## src/rtl/mul4b_seq.sv

```systemverilog
// Sequential 4x4 unsigned shift-and-add multiplier driving one shared 4-bit ripple adder.
// Each ADD cycle adds the multiplicand (or zero) into the high nibble, then shifts {co, acc, q} right.

module sum4b (
    input  logic [3:0] xi,
    input  logic [3:0] yi,
    output logic [3:0] zi,
    output logic       co
);

    // One full-adder cell, returned as {carry_out, sum}.
    function automatic logic [1:0] full_add(input logic x, input logic y, input logic ci);
        full_add = {(x & y) | (x & ci) | (y & ci), x ^ y ^ ci};
    endfunction

    logic [1:0] fa0_s;
    logic [1:0] fa1_s;
    logic [1:0] fa2_s;
    logic [1:0] fa3_s;

    assign fa0_s = full_add(xi[0], yi[0], 1'b0);
    assign fa1_s = full_add(xi[1], yi[1], fa0_s[1]);
    assign fa2_s = full_add(xi[2], yi[2], fa1_s[1]);
    assign fa3_s = full_add(xi[3], yi[3], fa2_s[1]);

    assign zi = {fa3_s[0], fa2_s[0], fa1_s[0], fa0_s[0]};
    assign co = fa3_s[1];

endmodule

module mul4b_seq #(
    parameter int WIDTH = 4
) (
    input  logic                 clk,
    input  logic                 rst,
    input  logic                 start,
    input  logic [WIDTH-1:0]     a,
    input  logic [WIDTH-1:0]     b,
    output logic                 busy,
    output logic                 done,
    output logic [2*WIDTH-1:0]   p
);

    typedef enum logic [1:0] {
        IDLE = 2'd0,
        ADD  = 2'd1,
        DONE = 2'd2
    } state_t;

    state_t             state_r;
    state_t             state_s;
    logic [1:0]         cnt_r;
    logic [1:0]         cnt_s;
    logic [WIDTH-1:0]   mcand_r;
    logic [WIDTH-1:0]   mcand_s;
    logic [WIDTH-1:0]   acc_r;
    logic [WIDTH-1:0]   acc_s;
    logic [WIDTH-1:0]   q_r;
    logic [WIDTH-1:0]   q_s;
    logic [2*WIDTH-1:0] p_r;
    logic [2*WIDTH-1:0] p_s;
    logic               busy_r;
    logic               busy_s;
    logic               done_r;
    logic               done_s;

    logic [WIDTH-1:0]   addend_s;
    logic [WIDTH-1:0]   sum_s;
    logic               carry_s;

    assign addend_s = q_r[0] ? mcand_r : 4'h0;

    sum4b u_add (
        .xi (acc_r),
        .yi (addend_s),
        .zi (sum_s),
        .co (carry_s)
    );

    // State register; reset discards any multiply in flight.
    always_ff @(posedge clk) begin
        if (rst) begin
            state_r <= IDLE;
        end else begin
            state_r <= state_s;
        end
    end

    // Next-state and datapath next values; everything holds unless the state says otherwise.
    always_comb begin
        state_s = state_r;
        cnt_s   = cnt_r;
        mcand_s = mcand_r;
        acc_s   = acc_r;
        q_s     = q_r;
        p_s     = p_r;
        case (state_r)
            IDLE: begin
                if (start) begin
                    mcand_s = a;
                    q_s     = b;
                    acc_s   = 4'h0;
                    cnt_s   = 2'd0;
                    state_s = ADD;
                end else begin
                    state_s = IDLE;
                end
            end
            ADD: begin
                // The adder carry becomes the new MSB, so the product never overflows.
                acc_s = {carry_s, sum_s[WIDTH-1:1]};
                q_s   = {sum_s[0], q_r[WIDTH-1:1]};
                cnt_s = cnt_r + 2'd1;
                if (cnt_r == 2'd3) begin
                    p_s     = {acc_s, q_s};
                    state_s = DONE;
                end else begin
                    state_s = ADD;
                end
            end
            DONE: begin
                state_s = IDLE;
            end
            default: begin
                state_s = IDLE;
            end
        endcase
        busy_s = (state_s != IDLE);
        done_s = (state_s == DONE);
    end

    // Datapath and registered status outputs, aligned with the state they describe.
    always_ff @(posedge clk) begin
        if (rst) begin
            cnt_r   <= 2'd0;
            mcand_r <= 4'h0;
            acc_r   <= 4'h0;
            q_r     <= 4'h0;
            p_r     <= 8'h00;
            busy_r  <= 1'b0;
            done_r  <= 1'b0;
        end else begin
            cnt_r   <= cnt_s;
            mcand_r <= mcand_s;
            acc_r   <= acc_s;
            q_r     <= q_s;
            p_r     <= p_s;
            busy_r  <= busy_s;
            done_r  <= done_s;
        end
    end

    assign busy = busy_r;
    assign done = done_r;
    assign p    = p_r;

endmodule
```

## config.mk

```make
export PLATFORM = sky130hd
export DESIGN_NAME = mul4b_seq
export DESIGN_NICKNAME = d
export VERILOG_FILES = /design/src/rtl/mul4b_seq.sv
export SDC_FILE = /design/constraint.sdc
export NUM_CORES = 1
export LEC_CHECK = 0
export ABC_CLOCK_PERIOD_IN_PS = 3600
export BUFFER_PORTS_ARGS = -buffer_cell sky130_fd_sc_hd__buf_4
export CAP_MARGIN = 0
export CORE_ASPECT_RATIO = 1.75
export CORE_UTILIZATION = 33
export CTS_CLUSTER_SIZE = 40
export DETAILED_ROUTE_END_ITERATION = 12
export GPL_TIMING_DRIVEN = 0
export PLACE_DENSITY = 0.57
export SETUP_SLACK_MARGIN = 0.4
export SYNTH_ARGS = -nofsm -noshare
export SYNTH_HDL_FRONTEND = slang
export SYNTH_SLANG_ARGS = --single-unit
```

## constraint.sdc

```tcl
create_clock -name clk -period 3.6 [get_ports clk]
set_clock_uncertainty 0.2 [all_clocks]
set_input_delay 0.18 -clock clk [delete_from_list [all_inputs] [get_ports clk]]
set_output_delay 0.18 -clock clk [all_outputs]
set_load 0.005 [all_outputs]
```

==> key figures <==
Routing
  – Pre-antenna DRT Iters: 4
  – Wire per inst: 12.78 um
  – Drc violations: 0
  – Total Wirelength: 2.441 mm
  – Initial DRC count: 10
  – Vias per cell: 4.764
  – Antenna Nets Post-Route: 0
  – Vias: 910

Worst setup path
  – Critical path arrival: 2.43 ns
  – Flop2flop setup slack: 1.11 ns
  – Crit path max fanout: 5
  – FF-to-FF End: acc_r[2]$_SDFFE_PP0P_
  – CP Class: reg2reg
  – Crit. End Element: flop
  – CP Launch Type: flop
  – Required @ worst endpoint: 3.54 ns
  – Path depth of the worst reg2reg path: 10
  – Worst R2R Start: q_r[0]$_SDFFE_PP0P_

Floorplanning
  – DIE HEIGHT: 79.36 um
  – Chip Width: 46.21 um
  – Num ports: 21
  – Core Rows: 27
  – Core ar.: 3209 sq um
  – Initial core utilization: 35.17%
  – Full die area: 3667 sq um

Global routing
  – Global Route Usage Sum: 14.79%
  – Largest net degree at the start of global routing: 14
  – Layer with the highest usage: met2
  – Vias in the first global route: 895
  – GR Overflow Total: 0
  – GRT met3 Usage: 1.364%
  – Initial antenna violation count: 0
  – Met2 Track Usage GR: 26.48%
  – Met1 global-route usage: 16.83%
  – First-pass GRT wire length: 4.022 mm

Min path
  – Worst Hold End: busy$_SDFF_PP0_
  – Min-delay src: start
  – Hold Crit Class: in2reg
  – Hold Crit Depth: 3

STA
  – Fin. Hold Viols: 0
  – Setup-failing EPs final: 0
  – Period utilization: 69.12%
  – RSZ-0062 raised after global routing: false
  – Fmax: 401.9 MHz
  – Post-route setup slack: 1.112 ns
  – Slew Limit Headroom: 64.46%
  – Minimum clock period: 2.488 ns
  – Max Slew Vio Count: 0
  – Final setup TNS: 0 ns
  – Worst Tran Pin Value: 0.5321 ns

Placement
  – Dpl ws: 1.116 ns
  – PortBufs: 19
  – Routability cong.: 0.7511
  – Hpwl dp: 1.823 mm

Layout
  – Antenna Cells: 0
  – Most frequent cells in the layout: dfxtp_1 (26), buf_4 (20), nand2_1 (16)
  – Final net count: 166
  – Share of layout cells above drive strength 1: 21.62%
  – Commonest non-fill, non-tap cell in the layout: dfxtp_1
  – Layout area overhead: 25.50%
  – FILL cells: 338

Synthesis
  – Synth cell types: 27
  – Avg Synthesized Cell Area: 9.327 sq um
  – Cells after synthesis: 121
  – Synthesized Nets: 137
  – Synth warn: 0
  – Cell Area, Synth: 1129 sq um
  – Post-synthesis sequential area ratio: 46.12%
  – #FFs+latches synth: 26

CTS
  – Clock-pin slew on the worst setup and hold paths: 0.08 ns
  – Count of hold-fix buffers inserted at cts: 5
  – Max Root-Sink Buffers: 2
  – Root Buffer: clkbuf_8
  – Max H-tree Level: 1
  – TritonCTS clock tree: yes
  – Post-CTS Resized: 0
  – Post-CTS Setup Bufs: 0
  – Clock latency on the worst-skew pair: 0.26 ns
  – Clk sink count: 26
  – Number of buffers created by CTS: 3

Flow run
  – Max_cap viols: 0

Power
  – Pwr per Cell Area: 366.5 nW/um^2
  – VDD IR-drop max: 171.1 uV
  – Lkg Pwr: 0.5677 nW

Outcome
  – Status: complete, no violations
## final cells by class
cell class                 count  area, sq um  share of cell area [%]
sequential                    26        520.5                   36.75
inverter                       6        22.52                   1.590
clock buffer                   3        41.29                   2.915
tap                           43        53.80                   3.799
multi-input combinational     81        526.8                   37.19
timing repair buffer          24        192.7                   13.60
buffer                         8        58.81                   4.152
## logic make-up (layout without fill, tap and decap cells)
logic type / Yosys count / count (layout) / synth area share, %
muxes: 5 / 5 / 4.435
DFF: 26 / 26 / 46.12
and+or+nand+nor: 45 / 45 / 18.85
adders and majority gates: 5 / 5 / 7.539
buffers and inverters: 14 / 41 / 7.205
AOI/OAI and AO/OA: 26 / 26 / 15.85
## report_power, final
part | internal, W | total [W] | switching (W)
clock | 0.0000748 | 0.000159 | 0.0000841
sequential | 0.000297 | 0.000305 | 0.00000760
combinational | 0.0000284 | 0.0000555 | 0.0000271
total | 0.000400 | 0.000519 | 0.000119
## sequential cells by signal, indices dropped and copies added (netlist names)
signal and count:
cnt_r 2, p 8, done 1, q_r 4, acc_r 4, state_r 2, mcand_r 4, busy 1
## synthesized netlist by cell type
cell | instances | area (sq um)
dfxtp_1 | 26 | 520.5
nand2_1 | 16 | 60.06
nor2_1 | 15 | 56.30
a21oi_1 | 10 | 50.05
inv_1 | 6 | 22.52
mux2i_1 | 5 | 50.05
o21ai_0 | 4 | 20.02
a211oi_1 | 3 | 22.52
a211oi_2 | 3 | 37.54
a2bb2oi_1 | 3 | 26.28
buf_6 | 3 | 33.78
fa_1 | 3 | 60.06
nand2b_1 | 3 | 18.77
nor3_1 | 3 | 15.01
a22oi_1 | 2 | 15.01
and2_1 | 2 | 12.51
buf_2 | 2 | 10.01
ha_1 | 2 | 25.02
nor2b_1 | 2 | 12.51
and3b_1 | 1 | 8.760
buf_1 | 1 | 3.750
buf_4 | 1 | 7.510
clkbuf_1 | 1 | 3.750
nand3b_1 | 1 | 7.510
nor3b_2 | 1 | 12.51
o21bai_1 | 1 | 7.510
or3b_1 | 1 | 8.760
## through the flow
step           cells  cell area [sq um]  utilization (%)  hold WS [ns]  power [W]
4_1_cts          191               1416            44.13       0.02082  0.0005268
5_1_grt          191               1416            44.13       0.05827  0.0005470
3_5_place_dp     183               1325            41.29        0.2442  0.0003623
2_1_floorplan    121               1129                -        0.1160  0.0003420
6_report         191               1416            44.13       0.02953  0.0005191
3_3_place_gp     183               1325            41.29        0.2362  0.0003607
## metal layers
metal | wire length [um] | vias to the layer above
li1 | - | 457
met3 | 46 | 4
met2 | 1346 | 15
met4 | 48 | 0
met5 | 0 | -
met1 | 999 | 434
## critical path: stages, from the launching register on
cell       delay, ns
dfxtp_1         0.41
and2_1          0.16
ha_1            0.14
inv_1           0.05
fa_1            0.34
inv_1           0.08
fa_1            0.18
inv_1           0.05
fa_1            0.53
a2bb2oi_1       0.18
nor2_1          0.05
## worst max-delay path by stage
stage,from,endpoint,cells after the start
2_1_floorplan,q_r[0]$_SDFFE_PP0P_,acc_r[2]$_SDFFE_PP0P_,10
3_3_place_gp,q_r[0]$_SDFFE_PP0P_,acc_r[2]$_SDFFE_PP0P_,10
3_5_place_dp,q_r[0]$_SDFFE_PP0P_,acc_r[2]$_SDFFE_PP0P_,10
4_1_cts,q_r[0]$_SDFFE_PP0P_,acc_r[2]$_SDFFE_PP0P_,10
5_1_grt,q_r[0]$_SDFFE_PP0P_,acc_r[2]$_SDFFE_PP0P_,10
6_report,q_r[0]$_SDFFE_PP0P_,acc_r[2]$_SDFFE_PP0P_,10
(Power assumes the default switching activity.)
